`src/rtl/mem_arb_pkg.sv`:
```
// Shared types and constants for the unified-memory port arbiter.
package mem_arb_pkg;

   // Arbiter FSM: arbitrate, wait out the memory latency, return the response.
   typedef enum logic [1:0] {
      IDLE = 2'd0,
      BUSY = 2'd1,
      RESP = 2'd2
   } arb_state_e;

   // Owner of the access currently in flight.
   localparam logic OWN_IF = 1'b0;
   localparam logic OWN_D  = 1'b1;

   // Access size/sign in funct3 encoding (loads and stores share codes).
   localparam logic [2:0] LB  = 3'b000;
   localparam logic [2:0] LH  = 3'b001;
   localparam logic [2:0] LW  = 3'b010;
   localparam logic [2:0] LBU = 3'b100;
   localparam logic [2:0] LHU = 3'b101;
   localparam logic [2:0] SB  = 3'b000;
   localparam logic [2:0] SH  = 3'b001;
   localparam logic [2:0] SW  = 3'b010;

   // Latency counter width; covers MEM_LAT up to 15.
   localparam int CNT_W = 4;

endpackage

```
`src/rtl/mem_port_arbiter.sv`:
```
// Shares one fixed-latency single-port memory between the fetch port and the
// data port. One access in flight at a time, round-robin on conflicts.
//
// Handshake: a requester raises req with its address/data and holds them
// until it sees gnt in the same cycle; gnt and mem_req are combinational in
// IDLE. The response comes back as a one-cycle rvalid pulse MEM_LAT cycles
// after the grant. A req dropped before its grant is simply withdrawn.
module mem_port_arbiter
   import mem_arb_pkg::*;
#(
   parameter int ADDR_W  = 32,
   parameter int DATA_W  = 32,
   parameter int MEM_LAT = 2
) (
   input  logic              clk,
   input  logic              rst,
   input  logic              if_req,
   input  logic [ADDR_W-1:0] if_addr,
   output logic              if_gnt,
   output logic              if_rvalid,
   output logic [DATA_W-1:0] if_rdata,
   input  logic              d_req,
   input  logic              d_we,
   input  logic [2:0]        d_type,
   input  logic [ADDR_W-1:0] d_addr,
   input  logic [DATA_W-1:0] d_wdata,
   output logic              d_gnt,
   output logic              d_rvalid,
   output logic [DATA_W-1:0] d_rdata,
   output logic              mem_req,
   output logic              mem_we,
   output logic [2:0]        mem_type,
   output logic [ADDR_W-1:0] mem_addr,
   output logic [DATA_W-1:0] mem_wdata,
   input  logic [DATA_W-1:0] mem_rdata
);

   localparam logic [CNT_W-1:0] LAT_M1 = CNT_W'(MEM_LAT - 1);

   arb_state_e       state_q, state_d;
   logic [CNT_W-1:0] cnt_q, cnt_d;
   logic             owner_q, owner_d;
   logic             last_d_q, last_d_d;
   logic             we_q, we_d;

   logic pick_if;
   logic pick_d;
   logic resp_act;

   // Round-robin pick: only in IDLE and never while reset is held.
   always_comb begin
      pick_if = 1'b0;
      pick_d  = 1'b0;
      if (!rst && state_q == IDLE) begin
         if (if_req && d_req) begin
            pick_d  = ~last_d_q;
            pick_if = last_d_q;
         end else begin
            pick_if = if_req;
            pick_d  = d_req;
         end
      end
   end

   // Next-state logic for the FSM, latency counter and owner bookkeeping.
   always_comb begin
      state_d  = state_q;
      cnt_d    = cnt_q;
      owner_d  = owner_q;
      last_d_d = last_d_q;
      we_d     = we_q;
      case (state_q)
         IDLE: begin
            if (pick_if || pick_d) begin
               owner_d  = pick_d ? OWN_D : OWN_IF;
               last_d_d = pick_d;
               we_d     = pick_d & d_we;
               cnt_d    = LAT_M1;
               state_d  = (MEM_LAT == 1) ? RESP : BUSY;
            end
         end
         BUSY: begin
            cnt_d = cnt_q - CNT_W'(1);
            // <= 1 rather than == 1 so a corrupted count cannot strand the FSM.
            if (cnt_q <= CNT_W'(1)) begin
               state_d = RESP;
            end
         end
         RESP: begin
            state_d = IDLE;
         end
         default: begin
            state_d = IDLE;
         end
      endcase
   end

   // State registers; reset drops any in-flight access.
   always_ff @(posedge clk) begin
      if (rst) begin
         state_q  <= IDLE;
         cnt_q    <= '0;
         owner_q  <= OWN_IF;
         last_d_q <= 1'b0;
         we_q     <= 1'b0;
      end else begin
         state_q  <= state_d;
         cnt_q    <= cnt_d;
         owner_q  <= owner_d;
         last_d_q <= last_d_d;
         we_q     <= we_d;
      end
   end

   // Memory strobe and payload follow the granted port; all zero otherwise.
   always_comb begin
      mem_req   = pick_if | pick_d;
      mem_we    = 1'b0;
      mem_type  = 3'b000;
      mem_addr  = '0;
      mem_wdata = '0;
      if (pick_d) begin
         mem_we    = d_we;
         mem_type  = d_type;
         mem_addr  = d_addr;
         mem_wdata = d_wdata;
      end else if (pick_if) begin
         mem_type  = LW;
         mem_addr  = if_addr;
      end
   end

   // Response routing: rvalid to the owner only, store responses carry 0.
   always_comb begin
      resp_act  = !rst && (state_q == RESP);
      if_gnt    = pick_if;
      d_gnt     = pick_d;
      if_rvalid = resp_act && (owner_q == OWN_IF);
      d_rvalid  = resp_act && (owner_q == OWN_D);
      if_rdata  = if_rvalid ? mem_rdata : '0;
      d_rdata   = (d_rvalid && !we_q) ? mem_rdata : '0;
   end

endmodule

```
`config.mk`:
```
export PLATFORM = sky130hd
export DESIGN_NAME = mem_port_arbiter
export DESIGN_NICKNAME = d
export VERILOG_FILES = /design/src/rtl/mem_arb_pkg.sv /design/src/rtl/mem_port_arbiter.sv
export SDC_FILE = /design/constraint.sdc
export NUM_CORES = 1
export LEC_CHECK = 0
export ABC_CLOCK_PERIOD_IN_PS = 1700
export BUFFER_PORTS_ARGS = -buffer_cell sky130_fd_sc_hd__buf_2
export CELL_PAD_IN_SITES_DETAIL_PLACEMENT = 2
export CELL_PAD_IN_SITES_GLOBAL_PLACEMENT = 2
export CORE_MARGIN = 3
export CORE_UTILIZATION = 10
export CTS_CLUSTER_SIZE = 10
export DETAILED_ROUTE_END_ITERATION = 12
export PLACE_DENSITY_LB_ADDON = 0.1
export SLEW_MARGIN = 30
export SYNTH_ARGS = -nofsm -noshare
export SYNTH_HDL_FRONTEND = slang
export SYNTH_SLANG_ARGS = --single-unit
```
`constraint.sdc`:
```
create_clock -name clk -period 1.7 [get_ports clk]
set_input_delay 0.17 -clock clk [delete_from_list [all_inputs] [get_ports clk]]
set_output_delay 0.17 -clock clk [all_outputs]
set_load 0.02 [all_outputs]
```
-- Word-level counts from Yosys, hierarchy flattened
Index checks and enable logic that the tools add are counted.
- bits in registers: 9
- output and inout bits: 137
- word-level logic and storage cells: 47
- $add $sub $neg: 1
- magnitude comparators: 1
- eq/ne operators: 4
- muxes and demuxes: 18
- bitwise gates (word level): 4
- reduce and logical (&&, ||, !) cells: 14
- operators with widths (operator ; count):
    $mux 32 ; 5
    $pmux 4 s2 ; 1
    $logic_and 1x1->1 ; 6
    $mux 1 ; 6
    $mux 2 ; 3
    $reduce_and 2->1 ; 3
    $le 4x1->1 const B ; 1
    $mux 4 ; 1
    $pmux 2 s2 ; 1
    $sub 4x1->4 const B ; 1
    $mux 3 ; 1
    $eq 2x1->1 const B ; 1
    $eq 2x2->1 const B ; 1
    $logic_not 1->1 ; 2
    $logic_not 2->1 ; 1
    $ne 2x1->1 const B ; 1
    $ne 2x2->1 const B ; 1
    $not 1->1 ; 2
    $reduce_bool 2->1 ; 1
    $and 1x1->1 ; 1
    $logic_or 1x1->1 ; 1
    $or 1x1->1 ; 1

-- Longest topological paths before layout
- word-level depth: 6
- mapped depth: 6
- gate-level depth less buffers: 5

-- Worst setup path before layout
Ideal clock, no wire load.
- kind: flip-flop to output port
- from: register state_q[0]
- to: output mem_type[1]
- data arrival time: 1.367 ns
- required time: 1.530 ns
- setup slack: 0.163 ns
- stages on the path, launching flop included: 6
- path buffers: 2
- cell sequence: dfxtp_1 -> nor3_2 -> and3_1 -> buf_6 -> buf_4 -> a21oi_1
- RTL lines (what ; line ; RTL):
    from (decl) ; mem_port_arbiter.sv:40 ; arb_state_e state_q, state_d;
    from (signal assigned) ; mem_port_arbiter.sv:107 ; state_q <= state_d;
    $logic_not 2->1 ; mem_port_arbiter.sv:54 ; if (!rst && state_q == IDLE) begin
    $logic_and 1x1->1 ; mem_port_arbiter.sv:54 ;
    $mux 1 ; mem_port_arbiter.sv:54 ;
    net d_gnt ; mem_port_arbiter.sv:27 ; output logic d_gnt,
    $mux 3 ; mem_port_arbiter.sv:122 ; if (pick_d) begin
    to (decl) ; mem_port_arbiter.sv:32 ; output logic [2:0] mem_type,
The timed path passes the listed nets, and every way through them passes these cells.

-- Final worst setup path
- from: register state_q[0]
- to: output d_rdata[15]
- word-level cells in the longest chain between the ends: 5
- RTL lines (what ; line ; RTL):
    $eq 2x2->1 ; mem_port_arbiter.sv:135 ; resp_act = !rst && (state_q == RESP);
    $logic_and 1x1->1 ; mem_port_arbiter.sv:135 ;
    $logic_and 1x1->1 ; mem_port_arbiter.sv:139 ; d_rvalid = resp_act && (owner_q == OWN_D);
    $logic_and 1x1->1 ; mem_port_arbiter.sv:141 ; d_rdata = (d_rvalid && !we_q) ? mem_rdata : '0;
    $mux 32 ; mem_port_arbiter.sv:141 ;
    to (decl) ; mem_port_arbiter.sv:29 ; output logic [DATA_W-1:0] d_rdata,
Every way passes these cells.

==> flow_summary.yaml <==
run_status:
  status: "complete, but fails checks"
  violations: "setup timing"
critical_path:
  cp.arrival_ns: 1.58
  startpoint_type: "flop"
  end_kind: "output port"
  path_cells: "buf_6 > nor2_4 > and4b_2 > buf_6 > buf_16 > and2_1 > buf_6"
  worstSetupPathType: "reg2out"
  slowest_delay_ns: 0.33
  worstPathRequired_ns: 1.53
  crit_top_cell: "buf_6"
  worst_path_max_delay_cell: "dfxtp_2"
  crit_fanout: 8
logic_synthesis:
  synth.cell_area_um2: 1450
  syn_inst: 199
  yosysMostFrequentCell: "and2_1"
  async_flop_share_pct: 0
  yosys-top-cells-count: "and2_1, a22o_1, dfxtp_1"
  synth-main-ff-cell: "dfxtp_1"
  synth_edf_count: 0
  ys_ff_latch: 8
  yosysUniqueCellTypes: 29
  avgSynthCellArea_um2: 7.29
  synthTopCellsByArea: "and2_1, a22o_1, dfxtp_1, buf_6, buf_2"
  yosysSeqAreaShare_pct: 11.0
  syn-num-nets: 337
  synth_top_area_share_pct: 42.7
  synth_top_area_cell: "and2_1"
  synth_warnings: 0
clock_network:
  cts_hold_buffers: 0
  cts_made_buffers: 3
  insertion_delay_ns: 0.23
  clk_pin_slew_ns: 0.04
  cts_root_buffer: "clkbuf_16"
  cts-htree-levels: 1
  cts.path.max_buffers: 2
  cts_tree: "yes"
  cts_sinks: 8
sta:
  rsz0062_at_grt: "yes"
  worstMarginPinSlew_ns: 0.542
  setup-violations-final: 66
  setup_ws_ns: -0.0467
  hold_viol_final: 0
  finalClockSkew_ns: 0.00200
  setup-tns-final_ns: -1.35
  slew_violations: 0
  relSlewSlack_pct: 63.5
  min_period_over_period_pct: 103
  period_needed_ns: 1.75
  fmax_mhz: 572
drt:
  drcViolationCount: 0
  drt.antenna.violating_nets: 0
  via_count: 2624
  wirelength_um: 11600
  dr.pass1.iters: 4
  viasPerCell: 3.98
  drt-wirelength-per-cell_um: 17.6
  drtIter0Drc: 52
place:
  port_buffers: 272
  numPlacedInstances: 643
  place_hpwl_um: 9120
  finalWeightedCongestion: 0.788
hold_path:
  hold_class: "in2reg"
finish:
  fillCellCount: 1609
  diodes: 0
  regArea_um2: 164
  multiInputGateArea_um2: 1310
  fin_cells: 659
  synthToLayoutAreaGrowth_pct: 191
  drive_above_1_share_pct: 75.4
  nNetsFinal: 619
run:
  cap_violations: 0
grt:
  grt_use_met3_pct: 3.79
  use_met1_pct: 13.1
  grt_overflow: 0
  grt_pass1_wl_um: 16500
  busiest_layer: "met2"
  grt.total_usage_pct: 12.8
  grt_pass1_vias: 2770
  grt_max_degree: 34
  grt.met2_usage_pct: 25.7
  antenna_found_initial: 1
die:
  die_w_um: 126
  initial_core_util_pct: 10.3
  dieArea_um2: 16000
  io_pins: 273
  core_um2: 14000
  die_h_um: 126
  rows: 43
pwr:
  p_per_area_nw_per_um2: 638
  power_leakage_uw: 0.00222
  peakVddDrop_mv: 0.243
## through the flow
step	power [uW]	hold WS [ns]	util, %	setup WS [ns]	area, um2
after CTS	2450	0.190	26.3	-0.0737	3690
after detailed placement	1830	0.426	21.6	0.0786	3030
after global placement	1800	0.419	21.6	0.108	3030
after global routing	2880	0.199	30.1	-0.124	4230
after floorplan	1220	0.296	-	0.163	1450
final	2700	0.179	30.1	-0.0467	4230
## area by class of cell
class,instances,share of cell area (%)
flip-flops and latches,8,3.87
repair buffers,295,57.6
well taps,180,5.32
multi-input cells,167,30.9
clock buffers,3,1.77
inverters,6,0.532
## cell usage in the layout (no fill, tap or decap), types with 2 or more instances in the layout
master	n
and2_4	54
dfxtp_1	5
buf_12	4
or3_1	2
nor3b_1	2
inv_1	6
buf_8	4
ha_1	2
buf_16	2
nor3_1	2
dfxtp_2	3
and2_1	45
nand2b_1	2
clkbuf_16	5
a21oi_1	3
a22o_1	32
buf_2	144
o21ai_0	6
buf_6	114
buf_4	25
nand3_1	2
## what timing repair did
action | CTS | global route
endpoints found under the setup margin | 130 | 132
pin swaps | 6 | 2
setup buffers | 6 | 1
gates resized for setup | 155 | 166
cloned | 4 | 3
## worst paths after layout
check | start | end | slack (ns) | depth (start not counted)
setup / recovery | state_q[0] | d_rdata[15] | -0.05 | 7
hold / removal | d_we | we_q | 0.18 | 2
setup reg to reg | state_q[0] | cnt_q[1] | 0.32 | 5
hold reg to reg | cnt_q[1] | cnt_q[1] | 0.51 | 2
## worst max-delay path, delay by kind of cell (launching register included)
| family | cells | cell delay (ns) |
|---|---|---|
| buffers and inverters | 4 | 0.49 |
| flip-flops | 1 | 0.33 |
| AND/OR/NAND/NOR | 3 | 0.51 |
## registers in the layout, indices dropped and copies added, names as in the netlist
name and cells:
cnt_q 4, state_q 2, owner_q 1, we_q 1
## kinds of logic after synthesis
| group | count (synthesis) | synth area share, % |
|---|---|---|
| compound gates | 45 | 24.7 |
| buf+inv | 24 | 9.65 |
| simple gates | 119 | 52.3 |
| flops | 8 | 11.0 |
| fa+ha+maj | 2 | 1.72 |
| xor+xnor | 1 | 0.604 |
## report_power, final
| part | leakage [uW] | switching, uW | internal [uW] |
|---|---|---|---|
| clock network | 0.0000370 | 92.9 | 303 |
| logic | 0.00211 | 964 | 1030 |
| registers | 0.0000669 | 61.5 | 252 |
| total | 0.00222 | 1120 | 1580 |
## routing by layer
| metal | vias up | part of all wire, % |
|---|---|---|
| li1 | 1241 | - |
| met1 | 1208 | 33 |
| met2 | 165 | 56 |
| met3 | 8 | 10 |
| met4 | 2 | 0.93 |
| met5 | - | 0.11 |
Note: power is estimated with default switching activity, not from simulation.
